--- src/rtl/tt_mask_idx_pkg.sv ---
// Shared types and constants for the vector mask/index credit interface.
// Provides:
//   MASK_WORD_BITS / MASK_ITEM_BITS : mask word and pushed item widths
//   rx_state_e                      : receiver FSM state encoding
//   mask_item_t                     : pushed item layout (reserved bit + mask word)
package tt_mask_idx_pkg;
  localparam int MASK_WORD_BITS = 64;
  localparam int MASK_ITEM_BITS = 65;

  typedef enum logic {
    IDLE   = 1'b0,
    ACTIVE = 1'b1
  } rx_state_e;

  typedef struct packed {
    logic                      rsvd;
    logic [MASK_WORD_BITS-1:0] word;
  } mask_item_t;
endpackage

--- src/rtl/tt_mask_idx_fifo.sv ---
// DEPTH x 64 flop FIFO holding buffered mask words.
// Ports:
//   clk, rst_n      : clock, async active-low reset
//   push, din       : write a word (caller guarantees a free slot or a same-cycle pop)
//   pop             : retire the head word (caller guarantees non-empty)
//   flush           : discard all contents, wins over push/pop
//   head            : word at the read pointer
//   full, empty     : occupancy flags
//   count           : current occupancy
module tt_mask_idx_fifo
  import tt_mask_idx_pkg::*;
#(
  parameter int DEPTH = 2
) (
  input  logic                                clk,
  input  logic                                rst_n,
  input  logic                                push,
  input  logic [MASK_WORD_BITS-1:0]           din,
  input  logic                                pop,
  input  logic                                flush,
  output logic [MASK_WORD_BITS-1:0]           head,
  output logic                                full,
  output logic                                empty,
  output logic [$clog2(DEPTH+1)-1:0]          count
);
  localparam int CW = $clog2(DEPTH + 1);
  localparam int PW = (DEPTH > 1) ? $clog2(DEPTH) : 1;

  logic [MASK_WORD_BITS-1:0] mem [DEPTH];
  logic [PW-1:0]             wr_ptr, rd_ptr;

  function automatic logic [PW-1:0] ptr_inc(input logic [PW-1:0] p);
    return (p == PW'(DEPTH - 1)) ? '0 : p + 1'b1;
  endfunction

  always_ff @(posedge clk or negedge rst_n) begin
    if (!rst_n) begin
      wr_ptr <= '0;
      rd_ptr <= '0;
      count  <= '0;
      for (int i = 0; i < DEPTH; i++) mem[i] <= '0;
    end else if (flush) begin
      wr_ptr <= '0;
      rd_ptr <= '0;
      count  <= '0;
    end else begin
      if (push) begin
        mem[wr_ptr] <= din;
        wr_ptr      <= ptr_inc(wr_ptr);
      end
      if (pop) rd_ptr <= ptr_inc(rd_ptr);
      count <= count + CW'(push) - CW'(pop);
    end
  end

  assign head  = mem[rd_ptr];
  assign full  = (count == CW'(DEPTH));
  assign empty = (count == '0);
endmodule

--- src/rtl/tt_mask_idx_rx.sv ---
// LSU-side receiver for the vector mask/index credit interface.
// Buffers pushed 64-bit mask words, serialises them into a per-element mask
// stream bounded by the vl captured at op start, and returns one credit per
// freed FIFO entry.
// Ports:
//   i_clk, i_reset_n                      : clock, async active-low reset
//   i_mask_idx_item/_valid/_last_idx      : word push from the sender
//   o_mask_idx_credit                     : one-cycle pulse per freed entry
//   i_start, i_vl                         : op start and element count
//   i_flush                               : abort op, drop buffered words
//   o_elem_valid/_mask/_idx/_last, i_elem_ready : element stream
//   o_busy                                : op in progress
//   o_overflow                            : sticky, push seen while full
module tt_mask_idx_rx
  import tt_mask_idx_pkg::*;
#(
  parameter int DEPTH = 2,
  parameter int VLEN  = 256
) (
  input  logic                        i_clk,
  input  logic                        i_reset_n,
  input  logic [MASK_ITEM_BITS-1:0]   i_mask_idx_item,
  input  logic                        i_mask_idx_valid,
  input  logic                        i_mask_idx_last_idx,
  output logic                        o_mask_idx_credit,
  input  logic                        i_start,
  input  logic [$clog2(VLEN+1)-1:0]   i_vl,
  input  logic                        i_flush,
  output logic                        o_elem_valid,
  output logic                        o_elem_mask,
  output logic [$clog2(VLEN)-1:0]     o_elem_idx,
  output logic                        o_elem_last,
  input  logic                        i_elem_ready,
  output logic                        o_busy,
  output logic                        o_overflow
);
  localparam int VLW = $clog2(VLEN + 1);
  localparam int IW  = $clog2(VLEN);
  localparam int CW  = $clog2(DEPTH + 1);
  localparam int BW  = $clog2(MASK_WORD_BITS);

  mask_item_t                item;
  rx_state_e                 state_q, state_d;
  logic [VLW-1:0]            vl_q;
  logic [IW-1:0]             elem_idx_q;
  logic [BW-1:0]             bit_ptr_q;
  logic [CW-1:0]             pend_q, fifo_count;
  logic [CW:0]               avail;
  logic                      credit_q, overflow_q, issue;
  logic [MASK_WORD_BITS-1:0] head;
  logic                      full, empty;
  logic                      hs, pop, push_ok, start_op;
  logic                      unused_bits;

  assign item        = i_mask_idx_item;
  assign unused_bits = item.rsvd ^ i_mask_idx_last_idx;

  assign o_busy       = (state_q == ACTIVE);
  assign o_elem_valid = o_busy && !empty;
  assign o_elem_mask  = o_elem_valid && head[bit_ptr_q];
  assign o_elem_idx   = elem_idx_q;
  assign o_elem_last  = o_busy && (VLW'(elem_idx_q) == vl_q - VLW'(1));
  assign o_mask_idx_credit = credit_q;
  assign o_overflow   = overflow_q;

  // Flush suppresses every other action in its cycle.
  assign hs       = o_elem_valid && i_elem_ready && !i_flush;
  assign pop      = hs && ((bit_ptr_q == '1) || o_elem_last);
  assign start_op = !o_busy && !i_flush && i_start && (i_vl != '0);
  // A full FIFO still accepts a push when the head leaves in the same cycle.
  assign push_ok  = i_mask_idx_valid && !i_flush && (!full || pop);

  tt_mask_idx_fifo #(.DEPTH(DEPTH)) u_fifo (
    .clk   (i_clk),
    .rst_n (i_reset_n),
    .push  (push_ok),
    .din   (item.word),
    .pop   (pop),
    .flush (i_flush),
    .head  (head),
    .full  (full),
    .empty (empty),
    .count (fifo_count)
  );

  always_comb begin
    state_d = state_q;
    if (i_flush) state_d = IDLE;
    else begin
      case (state_q)
        IDLE:    if (start_op) state_d = ACTIVE;
        ACTIVE:  if (hs && o_elem_last) state_d = IDLE;
        default: state_d = IDLE;
      endcase
    end
  end

  // Credits owed this cycle: backlog plus whatever is freed now. One leaves
  // per cycle so a pop with no backlog is credited on the very next cycle.
  always_comb begin
    avail = (CW+1)'(pend_q) + (i_flush ? (CW+1)'(fifo_count) : (CW+1)'(pop));
    issue = (avail != '0);
  end

  always_ff @(posedge i_clk or negedge i_reset_n) begin
    if (!i_reset_n) begin
      state_q    <= IDLE;
      vl_q       <= '0;
      elem_idx_q <= '0;
      bit_ptr_q  <= '0;
      pend_q     <= '0;
      credit_q   <= 1'b0;
      overflow_q <= 1'b0;
    end else begin
      state_q  <= state_d;
      pend_q   <= CW'(avail - (CW+1)'(issue));
      credit_q <= issue;
      if (i_mask_idx_valid && !i_flush && full && !pop) overflow_q <= 1'b1;
      if (i_flush) begin
        elem_idx_q <= '0;
        bit_ptr_q  <= '0;
      end else if (start_op) begin
        vl_q       <= i_vl;
        elem_idx_q <= '0;
        bit_ptr_q  <= '0;
      end else if (hs) begin
        elem_idx_q <= elem_idx_q + 1'b1;
        bit_ptr_q  <= bit_ptr_q + 1'b1;
      end
    end
  end
endmodule

--- config.mk ---
export PLATFORM = sky130hd
export DESIGN_NAME = tt_mask_idx_rx
export DESIGN_NICKNAME = d
export VERILOG_FILES = /design/src/rtl/tt_mask_idx_pkg.sv /design/src/rtl/tt_mask_idx_fifo.sv /design/src/rtl/tt_mask_idx_rx.sv
export SDC_FILE = /design/constraint.sdc
export NUM_CORES = 1
export LEC_CHECK = 0
export ABC_AREA = 1
export ABC_CLOCK_PERIOD_IN_PS = 3650
export CAP_MARGIN = 10
export CORE_MARGIN = 5
export CORE_UTILIZATION = 40
export CTS_CLUSTER_DIAMETER = 50
export DETAILED_ROUTE_END_ITERATION = 6
export GPL_TIMING_DRIVEN = 0
export PLACE_DENSITY = 0.56
export SKIP_CTS_REPAIR_TIMING = 1
export SYNTH_ARGS = -nofsm -noshare
export SYNTH_HDL_FRONTEND = slang
export SYNTH_SLANG_ARGS = --single-unit
--- constraint.sdc ---
create_clock -name i_clk -period 3.65 [get_ports i_clk]
set_input_delay 0.73 -clock i_clk [delete_from_list [all_inputs] [get_ports i_clk]]
set_output_delay 0.73 -clock i_clk [all_outputs]
set_load 0.05 [all_outputs]
# --- Word level (Yosys, flattened, before mapping) ---
# Cells that the tools add are included.
word_totals:
  register_bits: 160
  in_bits: 81
  output_inout_bits: 14
  word_cells: 88
classes:
  addsub: 9
  order_cmp: 4
  eq_ne: 3
  mux: 26
  bitwise_logic: 4
  n_reduce_logical: 30
ops:
  columns: ["op", "n"]
  rows:
  - ["$mux 64", 4]
  - ["$bwmux 128", 1]
  - ["$demux 64 s1", 1]
  - ["$mux 8", 3]
  - ["$mux 6", 3]
  - ["$logic_and 1x1->1", 15]
  - ["$mux 1", 10]
  - ["$eq 8x9->1", 1]
  - ["$reduce_bool 9->1", 1]
  - ["$sub 9x1->9 const B", 1]
  - ["$add 8x1->8 const B", 1]
  - ["$lt 6x7->1 const B", 1]
  - ["$add 6x1->6 const B", 1]
  - ["$bmux 1 s6", 1]
  - ["$eq 6x6->1 const B", 1]
  - ["$reduce_bool 3->1", 2]
  - ["$logic_not 1->1", 5]
  - ["$ge 2x2->1 const B", 2]
  - ["$mux 2", 2]
  - ["$not 1->2", 2]
  - ["$reduce_and 2->1", 2]
  - ["$reduce_bool 2->1", 2]
  - ["$sub 2x1->2", 2]
  - ["$add 2x2->3", 1]
  - ["8 further kinds", 11]

# --- Depth between registers and ports, before layout ---
logic_depth:
  word_depth: 11
  ltp_mapped: 18
  ltp_nobuf: 18

# --- Modules after synthesis ---
# A second synthesis with hierarchy kept.
unflattened:
  cells_unflattened: 962
  area_unflattened_um2: 8565.7
modules_own_cells:
  columns: ["module", "n_inst", "cells_per_inst", "area_per_inst_um2", "seq_area_each_um2"]
  rows:
  - ["tt_mask_idx_fifo", 1, 575, 6100.9, 3303.2]
  - ["tt_mask_idx_rx", 1, 387, 2464.9, 700.7]

# --- Least setup slack after synthesis ---
# Ideal clock, no wire load.
synth_path:
  path_kind: "register to register"
  from: "register state_q (netlist: o_busy)"
  to: "register pend_q[1]"
  t_arrival_ps: 3036
  setup_slack_ps: 492
  path_stages_with_launch: 14
  path_cell_list: "dfrtp_1 -> o21a_1 -> nand2_2 -> nor2_4 -> nand4_2 -> nand3_1 -> o21ai_0 -> inv_1 -> ha_1 -> inv_1 -> fa_1 -> nand3_1 -> ha_1 -> xnor2_1"
synth_between:
  elab_chain_cells: 8
synth_rtl:
  columns: ["element", "line_no", "rtl"]
  rows:
  - ["from (decl)", "tt_mask_idx_rx.sv:43", "rx_state_e state_q, state_d;"]
  - ["from (signal assigned)", "tt_mask_idx_rx.sv:115", "state_q <= state_d;"]
  - ["$logic_and 1x1->1", "tt_mask_idx_rx.sv:59", "assign o_elem_valid = o_busy && !empty;"]
  - ["named net o_elem_valid", "tt_mask_idx_rx.sv:29", "output logic o_elem_valid,"]
  - ["$logic_and 1x1->1 (2 in a row)", "tt_mask_idx_rx.sv:67", "assign hs = o_elem_valid && i_elem_ready && !i_flush;"]
  - ["$logic_and 1x1->1", "tt_mask_idx_rx.sv:68", "assign pop = hs && ((bit_ptr_q == '1) || o_elem_last);"]
  - ["$mux 2", "tt_mask_idx_rx.sv:101", "avail = (CW+1)'(pend_q) + (i_flush ? (CW+1)'(fifo_count) : (CW+1)'(pop));"]
  - ["$add 2x2->3", "tt_mask_idx_rx.sv:101", null]
  - ["$reduce_bool 3->1", "tt_mask_idx_rx.sv:102", "issue = (avail != '0);"]
  - ["named net issue", "tt_mask_idx_rx.sv:49", "logic credit_q, overflow_q, issue;"]
  - ["$sub 2x1->2", "tt_mask_idx_rx.sv:116", "pend_q <= CW'(avail - (CW+1)'(issue));"]
  - ["to (signal assigned)", "tt_mask_idx_rx.sv:116", null]
  - ["to (decl)", "tt_mask_idx_rx.sv:47", "logic [CW-1:0] pend_q, fifo_count;"]
# The timed path passes the listed nets, and every way through them passes these cells.
# A chain may end at the register's enable or synchronous reset.

# --- Worst setup path in the final report ---
layout_path:
  from: "register u_fifo.rd_ptr"
  to: "output o_elem_mask"
layout_between:
  elab_chain_cells: 7
layout_rtl:
  columns: ["element", "line_no", "rtl"]
  rows:
  - ["from (decl)", "tt_mask_idx_fifo.sv:30", "logic [PW-1:0] wr_ptr, rd_ptr;"]
  - ["from (signal assigned)", "tt_mask_idx_fifo.sv:51", "if (pop) rd_ptr <= ptr_inc(rd_ptr);"]
  - ["$not 1->2 (not written as such)", "tt_mask_idx_fifo.sv:56", "assign head = mem[rd_ptr];"]
  - ["$mux 64 (not written as such) (3 in a row)", "tt_mask_idx_fifo.sv:56", null]
  - ["$bmux 1 s6", "tt_mask_idx_rx.sv:60", "assign o_elem_mask = o_elem_valid && head[bit_ptr_q];"]
  - ["$mux 1 (not written as such)", "tt_mask_idx_rx.sv:60", null]
  - ["$logic_and 1x1->1", "tt_mask_idx_rx.sv:60", null]
  - ["to (decl)", "tt_mask_idx_rx.sv:30", "output logic o_elem_mask,"]
# Every way passes these cells. The select of a mux whose other input is x is not followed.

==> flow_metrics.env <==
export IMPL_outcome="complete, no violations"
export IMPL_dp_hpwl_microns=19970
export IMPL_dr_pass1_iters=6
export IMPL_routedLengthMet1_microns=13330
export IMPL_grt_pass1_wl_microns=45810
export IMPL_cp_depth=12
export IMPL_clk_pin_slew_ns=0.06
export IMPL_critPathRequiredTime_ns=2.92
export IMPL_dp_cells=1463
export IMPL_synthTopCellsByArea="dfrtp_1 47%, nand2_1 16%, nand4_1 9.7%"
export IMPL_path_buf_inv=4
export IMPL_critPathMaxStageDelay_ns=0.40
export IMPL_drt_drc_violations_left=0
export IMPL_antennaDiodeCount=0
export IMPL_core_area_sq_um=20890
export IMPL_worst_pin_slew_ns=0.8567
export IMPL_vias=8204
export IMPL_area_delta_synth_final_pct=22.63
export IMPL_max_freq_ghz=0.2862
export IMPL_grt_start_max_net_pins=85
export IMPL_final_cell_mix="355 x nand2_1, 160 x dfrtp_1, 131 x nand4_1"
export IMPL_place_area_sq_um=9736
export IMPL_synthCells=1095
export IMPL_die_w_microns=155.2
export IMPL_yosysTopAreaCell="dfrtp_1"
export IMPL_fin_cells=1495
export IMPL_grt_pass1_vias=7812
export IMPL_vias_per_cell=5.488
export IMPL_postSynthAreaPerCell_sq_um=7.706
export IMPL_layout_drive_gt1_share_pct=8.279
export IMPL_wl_met3_microns=2004
export IMPL_htreeDepth=4
export IMPL_cts_max_path_buffers=2
export IMPL_top_layer="met4"
export IMPL_final_nets=1297
export IMPL_end_kind="output port"
export IMPL_routed_wl_microns=29640
export IMPL_final_common_cell="nand2_1"
export IMPL_cts_sinks=160
export IMPL_worstHoldPathType="in2async"
export IMPL_yosysWarnings=0
export IMPL_power_leakage_nw=4.965
export IMPL_fillers=2122
export IMPL_cp_top_family="buffers and inverters"
export IMPL_worstPathMaxFanout=10
export IMPL_setup_viol=0
export IMPL_total_power_mw=5.224
export IMPL_finClkSkew_ns=0.009763
export IMPL_path_common_cell="nand3_1"
export IMPL_fp_dieH_microns=155.2
export IMPL_ys_seq_area_share_pct=47.45
export IMPL_cts_buffers=17
export IMPL_slew_viol_final=0
export IMPL_slew_headroom_pct=42.89
export IMPL_drtIter0Drc=647
export IMPL_track_usage_pct=24.65
export IMPL_wl_met2_microns=13640
export IMPL_hold_violations=0
export IMPL_fin_crit_sh_pct=95.74
export IMPL_final_area_sq_um=10350
export IMPL_r2r_setup_slack_ns=0.68
export IMPL_multi_input_comb_area_sq_um=3816
export IMPL_std_cell_rows=53
export IMPL_syn_nets=1184
export IMPL_crit_path_top_delay_cell="clkbuf_2"
export IMPL_netlist_area_sq_um=8438
export IMPL_ioPinCount=95
export IMPL_cts_root_buffer="clkbuf_16"
export IMPL_synth_top_area_share_pct=47.45
export IMPL_tritoncts="built"
export IMPL_p_per_area_nw_per_um2=504.9
export IMPL_cp_arrival_ns=2.76
export IMPL_utilization_pct=49.54
export IMPL_clkLatencyLatePin_ns=0.43
export IMPL_ys_ff_latch=160
export IMPL_dieArea_sq_um=24100
export IMPL_final_antenna_net_count=0
export IMPL_maxCapViolations=0
export IMPL_reg2reg_depth=18
export IMPL_rsz0062_at_grt="no"
export IMPL_worst_setup_path_start_kind="flip-flop"
export IMPL_start_util_pct=40.40
export IMPL_grt_overflow=0
export IMPL_antenna_found_initial=0
export IMPL_ys_types=35
export IMPL_fin_crit_ns=3.495
export IMPL_ir_drop_v=0.0003241
export IMPL_place_gp_congestion=0.8360
export IMPL_critical_path_class="reg2out"
export IMPL_portBuffers=92
export IMPL_fin_tns_setup_ns=0
export IMPL_wl_per_cell_microns=19.83
export IMPL_regArea_sq_um=4004
export IMPL_crit_chain="buf_2, clkinv_1, clkbuf_2, o21ai_0, o211ai_1, nand3_1, nand2_1, nand3_1, nand3_1, nand2_1, nor2_1, buf_2"
## layer usage
metal	GRT usage [%]	up-vias
met2	38.58	308
met3	4.618	45
met1	35.11	3958
li1	-	3893
met4	7.128	0
met5	0	-
## Yosys cell counts
cell type    n
nand2_1    355
dfrtp_1    160
nand4_1    131
nor2_1     123
o21ai_0     71
clkbuf_1    50
inv_1       41
nand3_1     36
a21oi_1     19
buf_6       15
buf_2       14
o211ai_1    14
nor3_1       8
ha_1         7
xnor2_1      6
inv_2        5
o22ai_1      5
or2_2        5
xor2_1       5
nor4_1       4
clkinv_1     3
buf_4        2
nand3_2      2
nor2_2       2
nor3b_1      2
and3_1       1
fa_1         1
nand2_2      1
nand3_4      1
nand4_2      1
nor2_4       1
o21a_1       1
o21ai_1      1
o21bai_1     1
or2_1        1
## logic make-up after synthesis
| kind of cell | share of synthesized area [%] |
|---|---|
| simple gates | 35.53 |
| flops | 47.45 |
| buf+inv | 7.414 |
| compound gates | 7.192 |
| xor+xnor | 1.142 |
| fa+ha+maj | 1.275 |
## sequential cells by signal (all words and copies together), names as in the netlist
register           count
bit_ptr_q              6
o_busy                 1
o_elem_idx             8
o_mask_idx_credit      1
o_overflow             1
pend_q                 2
u_fifo.count           2
u_fifo.mem           128
u_fifo.rd_ptr          1
u_fifo.wr_ptr          1
vl_q                   9
## stage by stage
step | hold slack (ns) | setup slack (ns)
CTS | 0.3123 | -1.144
finish | 0.2745 | 0.1554
global route | 0.3201 | 0.01429
detailed placement | 0.4513 | -0.6648
global placement | 0.4485 | -5.187
floorplan | 0.4338 | 0.4919
## worst reg2reg max path, stage by stage (launching register included)
cell	delay (ns)
dfrtp_1	0.40
inv_2	0.09
ha_1	0.23
nand2_1	0.09
nor2_1	0.10
nand2_1	0.06
nand2_1	0.06
nand2_1	0.06
nor2_2	0.13
nand4_2	0.18
nand3_1	0.16
o21ai_0	0.09
inv_1	0.06
ha_1	0.13
inv_1	0.05
fa_1	0.52
nand3_1	0.12
ha_1	0.21
xnor2_1	0.12
## worst paths after layout
kind                                start               to
max in group asynchronous       i_reset_n   u_fifo.mem[78]
min                             i_reset_n  u_fifo.mem[103]
max                         u_fifo.rd_ptr      o_elem_mask
min in group i_clk         u_fifo.mem[86]   u_fifo.mem[86]
min reg2reg                u_fifo.mem[86]   u_fifo.mem[86]
max reg2reg                       vl_q[0]        pend_q[1]
## power by group
group | internal, mW | switching [mW] | leakage, nW | total (mW)
combinational | 0.425 | 0.643 | 2.69 | 1.07
sequential | 2.18 | 0.236 | 2.01 | 2.41
clock | 1.00 | 0.740 | 0.270 | 1.74
## cell type report
class	instances	share of cell area, %
inverters	49	1.814
well taps	275	3.325
flip-flops and latches	160	38.69
plain buffers	81	4.559
clock buffers	22	4.680
repair buffers	94	9.238
clock inverters	9	0.8102
multi-input cells	805	36.88
Power figures use the tool's default switching activity.
